### src/rtl/mem_arbiter_pkg.sv
`default_nettype none
// ============================================================================
//  Module      : mem_pkg
//  Description : Shared types and constants for the SDRAM word-port arbiter
//                (owner encoding, arbiter state encoding, memory map marks).
//  Revision    : 1.0 - initial release
// ============================================================================
package mem_pkg;

    // Which requester currently holds the SDRAM word port.
    typedef enum logic {
        OWN_C = 1'b0,   // CPU bus path
        OWN_H = 1'b1    // host copy/loader path
    } owner_t;

    // Arbiter state encoding, fixed width so the encoding is stable in netlists.
    typedef enum logic [1:0] {
        ST_IDLE = 2'd0,  // choose the next owner
        ST_BUSY = 2'd1,  // command on the port, waiting for ram_ready edge
        ST_DONE = 2'd2   // ack held until the owner releases its request
    } arb_state_t;

    // Memory map marks reserved for a future write-protect check.
    localparam logic [24:0] ROM_START = 25'h100_0000;
    localparam logic [24:0] NOMEM     = 25'h1FF_FFFF;

    // Grant decision made in IDLE. The host wins when the CPU is quiet or when
    // the CPU has used up its burst allowance while the host was waiting.
    function automatic owner_t pick_owner(input logic c_req,
                                          input logic h_req,
                                          input logic burst_full);
        owner_t own;
        own = OWN_C;
        if (h_req && (!c_req || burst_full)) begin
            own = OWN_H;
        end
        return own;
    endfunction

endpackage : mem_pkg
`default_nettype wire

### src/rtl/mem_arbiter.sv
`default_nettype none
// ============================================================================
//  Module      : mem_arbiter
//  Description : Two-port arbiter for the single SDRAM word port. Serialises
//                CPU (port C) and host loader (port H) accesses, detects
//                completion on the rising edge of ram_ready, returns level
//                acks, and bounds CPU bursts so the host always progresses.
//  Revision    : 1.0 - initial release
// ============================================================================
module mem_arbiter
    import mem_pkg::*;
#(
    parameter int CPU_BURST = 4,
    parameter int TIMEOUT   = 255,
    parameter int AW        = 24
) (
    input  logic          clk_sys,
    input  logic          reset,

    input  logic          c_req,
    input  logic          c_we,
    input  logic [AW-1:0] c_addr,
    input  logic [15:0]   c_din,
    input  logic [1:0]    c_wtbt,
    output logic          c_ack,
    output logic [15:0]   c_dout,

    input  logic          h_req,
    input  logic          h_we,
    input  logic [AW-1:0] h_addr,
    input  logic [15:0]   h_din,
    output logic          h_ack,
    output logic [15:0]   h_dout,

    output logic [AW-1:0] ram_addr,
    output logic [15:0]   ram_din,
    output logic [1:0]    ram_wtbt,
    output logic          ram_we,
    output logic          ram_rd,
    input  logic [15:0]   ram_dout,
    input  logic          ram_ready,

    output logic          timeout_err
);

    // Counter widths sized to hold their terminal values.
    localparam int BW = $clog2(CPU_BURST + 1);
    localparam int TW = (TIMEOUT < 2) ? 1 : $clog2(TIMEOUT + 1);

    localparam logic [BW-1:0] c_BURST_MAX = BW'(CPU_BURST);
    // Last BUSY cycle before abort: the command stays up for TIMEOUT cycles.
    localparam logic [TW-1:0] c_TMO_LAST  = TW'((TIMEOUT > 0) ? TIMEOUT - 1 : 0);

    arb_state_t    r_state;
    owner_t        r_owner;
    logic [BW-1:0] r_burst_cnt;
    logic [TW-1:0] r_tmo_cnt;
    logic          r_old_ready;

    logic          w_complete;
    logic          w_tmo_hit;
    logic          w_owner_req;
    logic          w_burst_full;
    owner_t        w_next_owner;

    // Completion, timeout and arbitration decode from the current registers.
    always_comb begin
        w_complete   = ~r_old_ready & ram_ready;
        w_tmo_hit    = (r_tmo_cnt == c_TMO_LAST);
        w_owner_req  = (r_owner == OWN_H) ? h_req : c_req;
        w_burst_full = (r_burst_cnt == c_BURST_MAX);
        w_next_owner = pick_owner(c_req, h_req, w_burst_full);
    end

    // Previous ram_ready sample; sampled every cycle so a ready that is
    // already high when BUSY is entered never looks like a new edge.
    always_ff @(posedge clk_sys or posedge reset) begin
        if (reset) begin
            r_old_ready <= 1'b0;
        end else begin
            r_old_ready <= ram_ready;
        end
    end

    // Arbiter FSM: grant in IDLE, run the command in BUSY, hold ack in DONE.
    always_ff @(posedge clk_sys or posedge reset) begin
        if (reset) begin
            r_state     <= ST_IDLE;
            r_owner     <= OWN_C;
            r_burst_cnt <= '0;
            r_tmo_cnt   <= '0;
            ram_addr    <= '0;
            ram_din     <= '0;
            ram_wtbt    <= '0;
            ram_we      <= 1'b0;
            ram_rd      <= 1'b0;
            c_ack       <= 1'b0;
            h_ack       <= 1'b0;
            c_dout      <= '0;
            h_dout      <= '0;
            timeout_err <= 1'b0;
        end else begin
            case (r_state)
                ST_IDLE: begin
                    if (h_req && (w_next_owner == OWN_H)) begin
                        // Host grant clears the CPU burst allowance.
                        r_owner     <= OWN_H;
                        r_burst_cnt <= '0;
                        ram_addr    <= h_addr;
                        ram_din     <= h_din;
                        ram_wtbt    <= 2'b11;
                        ram_we      <= h_we;
                        ram_rd      <= ~h_we;
                        r_tmo_cnt   <= '0;
                        r_state     <= ST_BUSY;
                    end else if (c_req) begin
                        // CPU grants only count against the burst while the
                        // host is actually waiting.
                        r_owner <= OWN_C;
                        if (h_req) begin
                            if (!w_burst_full) begin
                                r_burst_cnt <= r_burst_cnt + 1'b1;
                            end
                        end else begin
                            r_burst_cnt <= '0;
                        end
                        ram_addr  <= c_addr;
                        ram_din   <= c_din;
                        ram_wtbt  <= c_wtbt;
                        ram_we    <= c_we;
                        ram_rd    <= ~c_we;
                        r_tmo_cnt <= '0;
                        r_state   <= ST_BUSY;
                    end
                end

                ST_BUSY: begin
                    if (w_complete) begin
                        ram_we <= 1'b0;
                        ram_rd <= 1'b0;
                        if (r_owner == OWN_H) begin
                            h_ack <= 1'b1;
                            if (ram_rd) begin
                                h_dout <= ram_dout;
                            end
                        end else begin
                            c_ack <= 1'b1;
                            if (ram_rd) begin
                                c_dout <= ram_dout;
                            end
                        end
                        r_state <= ST_DONE;
                    end else if (w_tmo_hit) begin
                        // Abort: release the port, flag it, and still ack so
                        // the owner is never left hanging. Read data is stale.
                        ram_we      <= 1'b0;
                        ram_rd      <= 1'b0;
                        timeout_err <= 1'b1;
                        if (r_owner == OWN_H) begin
                            h_ack <= 1'b1;
                        end else begin
                            c_ack <= 1'b1;
                        end
                        r_state <= ST_DONE;
                    end else begin
                        r_tmo_cnt <= r_tmo_cnt + 1'b1;
                    end
                end

                ST_DONE: begin
                    // A request dropped during BUSY makes this a 1-cycle pulse.
                    if (!w_owner_req) begin
                        c_ack   <= 1'b0;
                        h_ack   <= 1'b0;
                        r_state <= ST_IDLE;
                    end
                end

                default: begin
                    ram_we  <= 1'b0;
                    ram_rd  <= 1'b0;
                    c_ack   <= 1'b0;
                    h_ack   <= 1'b0;
                    r_state <= ST_IDLE;
                end
            endcase
        end
    end

endmodule : mem_arbiter
`default_nettype wire

### config.mk
export PLATFORM = sky130hd
export DESIGN_NAME = mem_arbiter
export DESIGN_NICKNAME = d
export VERILOG_FILES = /design/src/rtl/mem_arbiter_pkg.sv /design/src/rtl/mem_arbiter.sv
export SDC_FILE = /design/constraint.sdc
export NUM_CORES = 1
export LEC_CHECK = 0
export ABC_AREA = 1
export CORE_ASPECT_RATIO = 1.1
export CORE_UTILIZATION = 47
export CTS_BUF_LIST = sky130_fd_sc_hd__clkbuf_4
export CTS_CLUSTER_DIAMETER = 50
export DETAILED_ROUTE_END_ITERATION = 8
export PLACE_DENSITY = 0.88
export SLEW_MARGIN = 20
export SYNTH_ARGS = -nofsm -noshare
export SYNTH_HDL_FRONTEND = slang
export SYNTH_SLANG_ARGS = --single-unit
### constraint.sdc
create_clock -name clk_sys -period 9.95 [get_ports clk_sys]
set_input_delay 2.985 -clock clk_sys [delete_from_list [all_inputs] [get_ports clk_sys]]
set_output_delay 2.985 -clock clk_sys [all_outputs]
set_load 0.005 [all_outputs]
Yosys cells after proc, flatten, opt, wreduce, memory -nomap -nowiden
Cells that the tools add are included.
{"block": "totals", "ff_bits": 94, "inputBits": 105, "out_inout_bits": 79, "elab_cells": 93}
{"block": "classes", "n_addsub": 2, "n_eq_ne": 10, "n_mux": 42, "bitwise": 8, "n_reduce_logical": 16}
{"operator": "two-way mux 24 bit", "n": 2}
{"operator": "two-way mux 16 bit", "n": 2}
{"operator": "two-way mux 8 bit", "n": 4}
{"operator": "two-way mux 1 bit", "n": 17}
{"operator": "case mux 8 bit (2 select lines)", "n": 1}
{"operator": "AND reduction 3 bit", "n": 5}
{"operator": "two-way mux 2 bit", "n": 7}
{"operator": "two-way mux 3 bit", "n": 4}
{"operator": "case mux 1 bit (3 select lines)", "n": 4}
{"operator": "AND reduction 4 bit", "n": 3}
{"operator": "adder 8 x 1 -> 8 bit (second input constant)", "n": 1}
{"operator": "== test 8 bit (second input constant)", "n": 1}
{"operator": "NOT 1 bit", "n": 7}
{"operator": "!= test 2 bit (second input constant)", "n": 3}
{"operator": "!= test 3 bit (second input constant)", "n": 2}
{"operator": "case mux 2 bit (3 select lines)", "n": 1}
{"operator": "nonzero test 2 bit", "n": 2}
{"operator": "adder 3 x 1 -> 3 bit (second input constant)", "n": 1}
{"operator": "== test 3 bit (second input constant)", "n": 1}
{"operator": "!= test 3 x 2 -> 1 bit (second input constant)", "n": 1}
{"operator": "== test 2 x 1 -> 1 bit (second input constant)", "n": 1}
{"operator": "== test 2 bit (second input constant)", "n": 1}
{"operator": "logical AND 1 bit", "n": 2}
{"operator": "zero test 2 bit", "n": 1}
{"operator": "other kinds (4)", "n": 4}

Depth between registers and ports, before layout
{"block": "logic_depth", "ltp_word": 7, "ltp_mapped": 10, "mapped_depth_nobuf": 10}

Worst setup path after synthesis
No wires, ideal clock.
{"block": "synth_path", "kind": "input to register", "startpoint": "input c_req", "endpoint": "register ram_addr[0]", "setup_ns": 0.124, "t_arrival_ns": 3.615, "required_ns": 9.826, "path_slack_ns": 6.211, "cell_stages": 5, "n_path_buf": 1, "cell_sequence": "o21ai_2 -> clkinv_2 -> buf_2 -> nor2_1 -> a21oi_1"}
{"block": "synth_via", "elab_chain_len": 7, "elab_cells_between_ends": 8, "cone_classes": "2 x mux; 6 x reduce/logical"}
{"item": "start: declaration", "line": "mem_arbiter.sv:20", "text": "input logic c_req,"}
{"item": "zero test 1 bit", "line": "mem_arbiter_pkg.sv:34", "text": "if (h_req && (!c_req || burst_full)) begin"}
{"item": "logical OR 1 bit", "line": "mem_arbiter_pkg.sv:34"}
{"item": "logical AND 1 bit", "line": "mem_arbiter_pkg.sv:34"}
{"item": "two-way mux 1 bit", "line": "mem_arbiter_pkg.sv:34"}
{"item": "logical AND 1 bit", "line": "mem_arbiter.sv:105", "text": "if (h_req && (w_next_owner == OWN_H)) begin"}
{"item": "nonzero test 2 bit (no source line)"}
{"item": "AND reduction 2 bit (no source line)"}
{"item": "end signal: assignment", "line": "mem_arbiter.sv:109", "text": "ram_addr <= h_addr;"}
{"item": "end signal: assignment", "line": "mem_arbiter.sv:127", "text": "ram_addr <= c_addr;"}
{"item": "end: declaration", "line": "mem_arbiter.sv:35", "text": "output logic [AW-1:0] ram_addr,"}
Several ways; a longest one is shown, not always the timed one.
A chain may end at the register's enable or synchronous reset.

Final worst setup path
{"block": "layout_path", "startpoint": "input h_req", "endpoint": "register ram_din[0]"}
{"block": "layout_via", "elab_chain_len": 5, "elab_cells_between_ends": 6, "cone_classes": "2 x mux; 4 x reduce/logical"}
{"item": "start: declaration", "line": "mem_arbiter.sv:28", "text": "input logic h_req,"}
{"item": "logical AND 1 bit", "line": "mem_arbiter_pkg.sv:34"}
{"item": "two-way mux 1 bit", "line": "mem_arbiter_pkg.sv:34"}
{"item": "logical AND 1 bit (*)", "line": "mem_arbiter.sv:105"}
{"item": "nonzero test 2 bit (no source line)"}
{"item": "AND reduction 2 bit (no source line)"}
{"item": "end signal: assignment", "line": "mem_arbiter.sv:110", "text": "ram_din <= h_din;"}
{"item": "end signal: assignment", "line": "mem_arbiter.sv:128", "text": "ram_din <= c_din;"}
{"item": "end: declaration", "line": "mem_arbiter.sv:36", "text": "output logic [15:0] ram_din,"}
Mark *: on every way between the ends. The rest lies on a longest branch, timed or not.

==> run metrics <==
Worst-Margin Slew 909 ps; CTS H-tree depth 3; Critical Path, Cell by Cell clkdlybuf4s50_1, nand2_2, inv_2, nand2_1, a21oi_1; Cell Count Post-Placement 759; post-synth net total 596; Final nets 768; setup repair bufs after CTS 0; # IOs 184; hold bufs inserted after CTS 0; CP max-delay cell inv_2; vias per cell 5.20; max_slew headroom 39.2%; post-cts resize count 0; Worst Clk Skew 14.1 ps; Sink Count 94; Seq cells post-synth 94; GR Overflow Total 0; CTS tree built; fin crit share 50.3%; Synth Warn # 0; Pwr Density 259 nW/µm²; Ant. Diodes 0; Hold Path Class flop to flop; Iter 0 DRT Violations 208; Placer Congestion 0.850; Post-synth ARST share 100%; non-filler cells in the finished layout 775; deepest clock path buffer count 2; Clock transition at path regs 140 ps; Tot GR Track Use 26.1%; Detailed Routing Iterations Pass 1 4; root buf cell clkbuf_4; core area 8540 µm²; Worst-Skew Late Latency 440 ps; Die Wd 92.1 µm; EDFF count, synth 0; post-synthesis sequential area ratio 56.1%; HPWL Detailed 8.60 mm; final WL 11.9 mm; result of the run completed; # fillers 636; layout cells sized above 1 5.27%; worst path bufs/invs 2; Overall Power 1.60 mW; max incr delay on CP 790 ps; Most used DFF post-synth dfrtp_1; Rows 35; critical setup path kind input port to flop; mapped cell area 4200 µm²; first-pass GRT wire length 19.0 mm; Remaining DRCs 0; post-route ant nets 0; CP Launch Type input port; Worst Path Max Fanout 46; post-route minimum period 5000 ps; area leader, netlist dfrtp_1; Fmax achieved 0.200 GHz; Top Family by Delay on Critical Path buffers and inverters; largest cells by area after synthesis dfrtp_1 (56%), nand2_1 (11%), a21oi_1 (9.8%); unrepaired setup endpoints after global routing no; Max Cap Violations 0; Fin. Hold Viols 0; CP arrival 5350 ps; DR vias 4032; CTS buffer count 9; P_leak 2.70 nW; drt wl/cell 15.4 µm; post-synth top area share 56.1%; multi-input logic area 1570 µm²; post-synthesis cell count 487; final setup fails 0; initial antenna violation count 0; register area 2350 µm²; Worst IR Drop VDD 0.153 mV; CP endpoint kind flop; IO buf count 183; vias in the first global route 4030; die height 101 µm; Starting Density 49.1%; Cell variety after synth 23; Area growth syn-to-layout 46.6%; Avg Inst Size Synth 8.62 µm²; Die ar. 9310 µm²; CP required 10300 ps; Final Slew Violations 0; TNS Setup 0 ps; pin count of the biggest net entering global routing 58
==> sequential cells by signal, summed over array words and instances, names as in the netlist <==
register and cells:
ram_rd 1, ram_we 1, r_owner 1, ram_din 16
c_dout 16, r_state 2, h_ack 1, ram_addr 24
h_dout 16, ram_wtbt 2, r_old_ready 1, r_tmo_cnt 8
timeout_err 1, c_ack 1, r_burst_cnt 3
==> worst register-to-register path: stages (launching register included) <==
cell and delay, ps:
dfrtp_1 410, inv_1 110, ha_1 150, nand2_1 60, nand2_1 70, nand2_2 500, inv_2 800, nand2_1 150
a21oi_1 210
==> cell families (layout without fill, tap and decap cells) <==
family | Yosys count | count (layout) | synth area share, %
buffers and inverters | 57 | 234 | 6.77
and+or+nand+nor | 197 | 197 | 18.6
DFF | 94 | 94 | 56.1
adders and majority gates | 4 | 4 | 1.19
xor gates and xnor gates | 4 | 4 | 0.835
AOI/OAI and AO/OA | 131 | 131 | 16.5
==> where the power goes <==
group / switching, mW / internal, mW
Sequential: 0.107 / 0.548
Clock: 0.135 / 0.0557
Combinational: 0.337 / 0.413
==> per-layer routing <==
layer | track usage [%] | vias up | part of all wire, %
met4 | 13.8 | 0 | 4.4
met5 | 0 | - | 0
met2 | 44.3 | 151 | 50
li1 | - | 1917 | -
met1 | 29.4 | 1925 | 38
met3 | 8.67 | 39 | 7.8
==> final cells by class <==
cell class / instances / share of cell area (%)
Tap cell: 111 / 2.26
Inverter: 33 / 2.05
Timing Repair Buffer: 185 / 30.0
Multi-Input combinational cell: 336 / 25.5
Clock buffer: 10 / 1.22
Sequential cell: 94 / 38.2
Clock inverter: 6 / 0.732
==> path summary, 6_finish.rpt <==
check	startpoint	to	slack [ps]	cells past startpoint
min in group asynchronous	reset	ram_addr[9]	2910	2
max	h_req	ram_din[0]	4950	5
min	c_dout[6]	c_dout[6]	500	2
max in group asynchronous	reset	r_tmo_cnt[2]	5860	3
max reg2reg	r_burst_cnt[0]	ram_din[0]	7400	8
min reg2reg	c_dout[6]	c_dout[6]	500	2
==> cell usage after synthesis (3+ instances only) <==
library cell	number
nand2_1	123
dfrtp_1	94
a21oi_1	82
nor2_1	54
o21ai_1	34
inv_1	30
buf_2	16
nand3_1	12
o21ai_2	8
buf_6	5
ha_1	4
buf_4	3
o21ai_0	3
xor2_1	3
==> layout by cell type, fill, tap and decap left out, types with 3 or more instances in the layout <==
cell / netlist / final
clkbuf_4: 0 / 10
o21ai_2: 8 / 7
o21ai_0: 3 / 3
nor2_1: 54 / 54
inv_1: 30 / 29
nand3_1: 12 / 12
nand2_1: 123 / 123
dfrtp_1: 94 / 94
a21oi_1: 82 / 82
ha_1: 4 / 4
xor2_1: 3 / 3
o21ai_1: 34 / 34
clkdlybuf4s50_1: 0 / 183
==> stage by stage <==
stage / area (µm²) / util, % / hold WS, ps / setup slack, ps
2_1_floorplan: 4200 / - / 463 / 4520
3_3_place_gp: 6030 / 70.6 / 467 / 4540
3_5_place_dp: 6030 / 70.6 / 470 / 4500
4_1_cts: 6150 / 72.0 / 501 / 4980
5_1_grt: 6150 / 72.0 / 517 / 4770
6_report: 6150 / 72.0 / 501 / 4950
(Power assumes the default switching activity.)
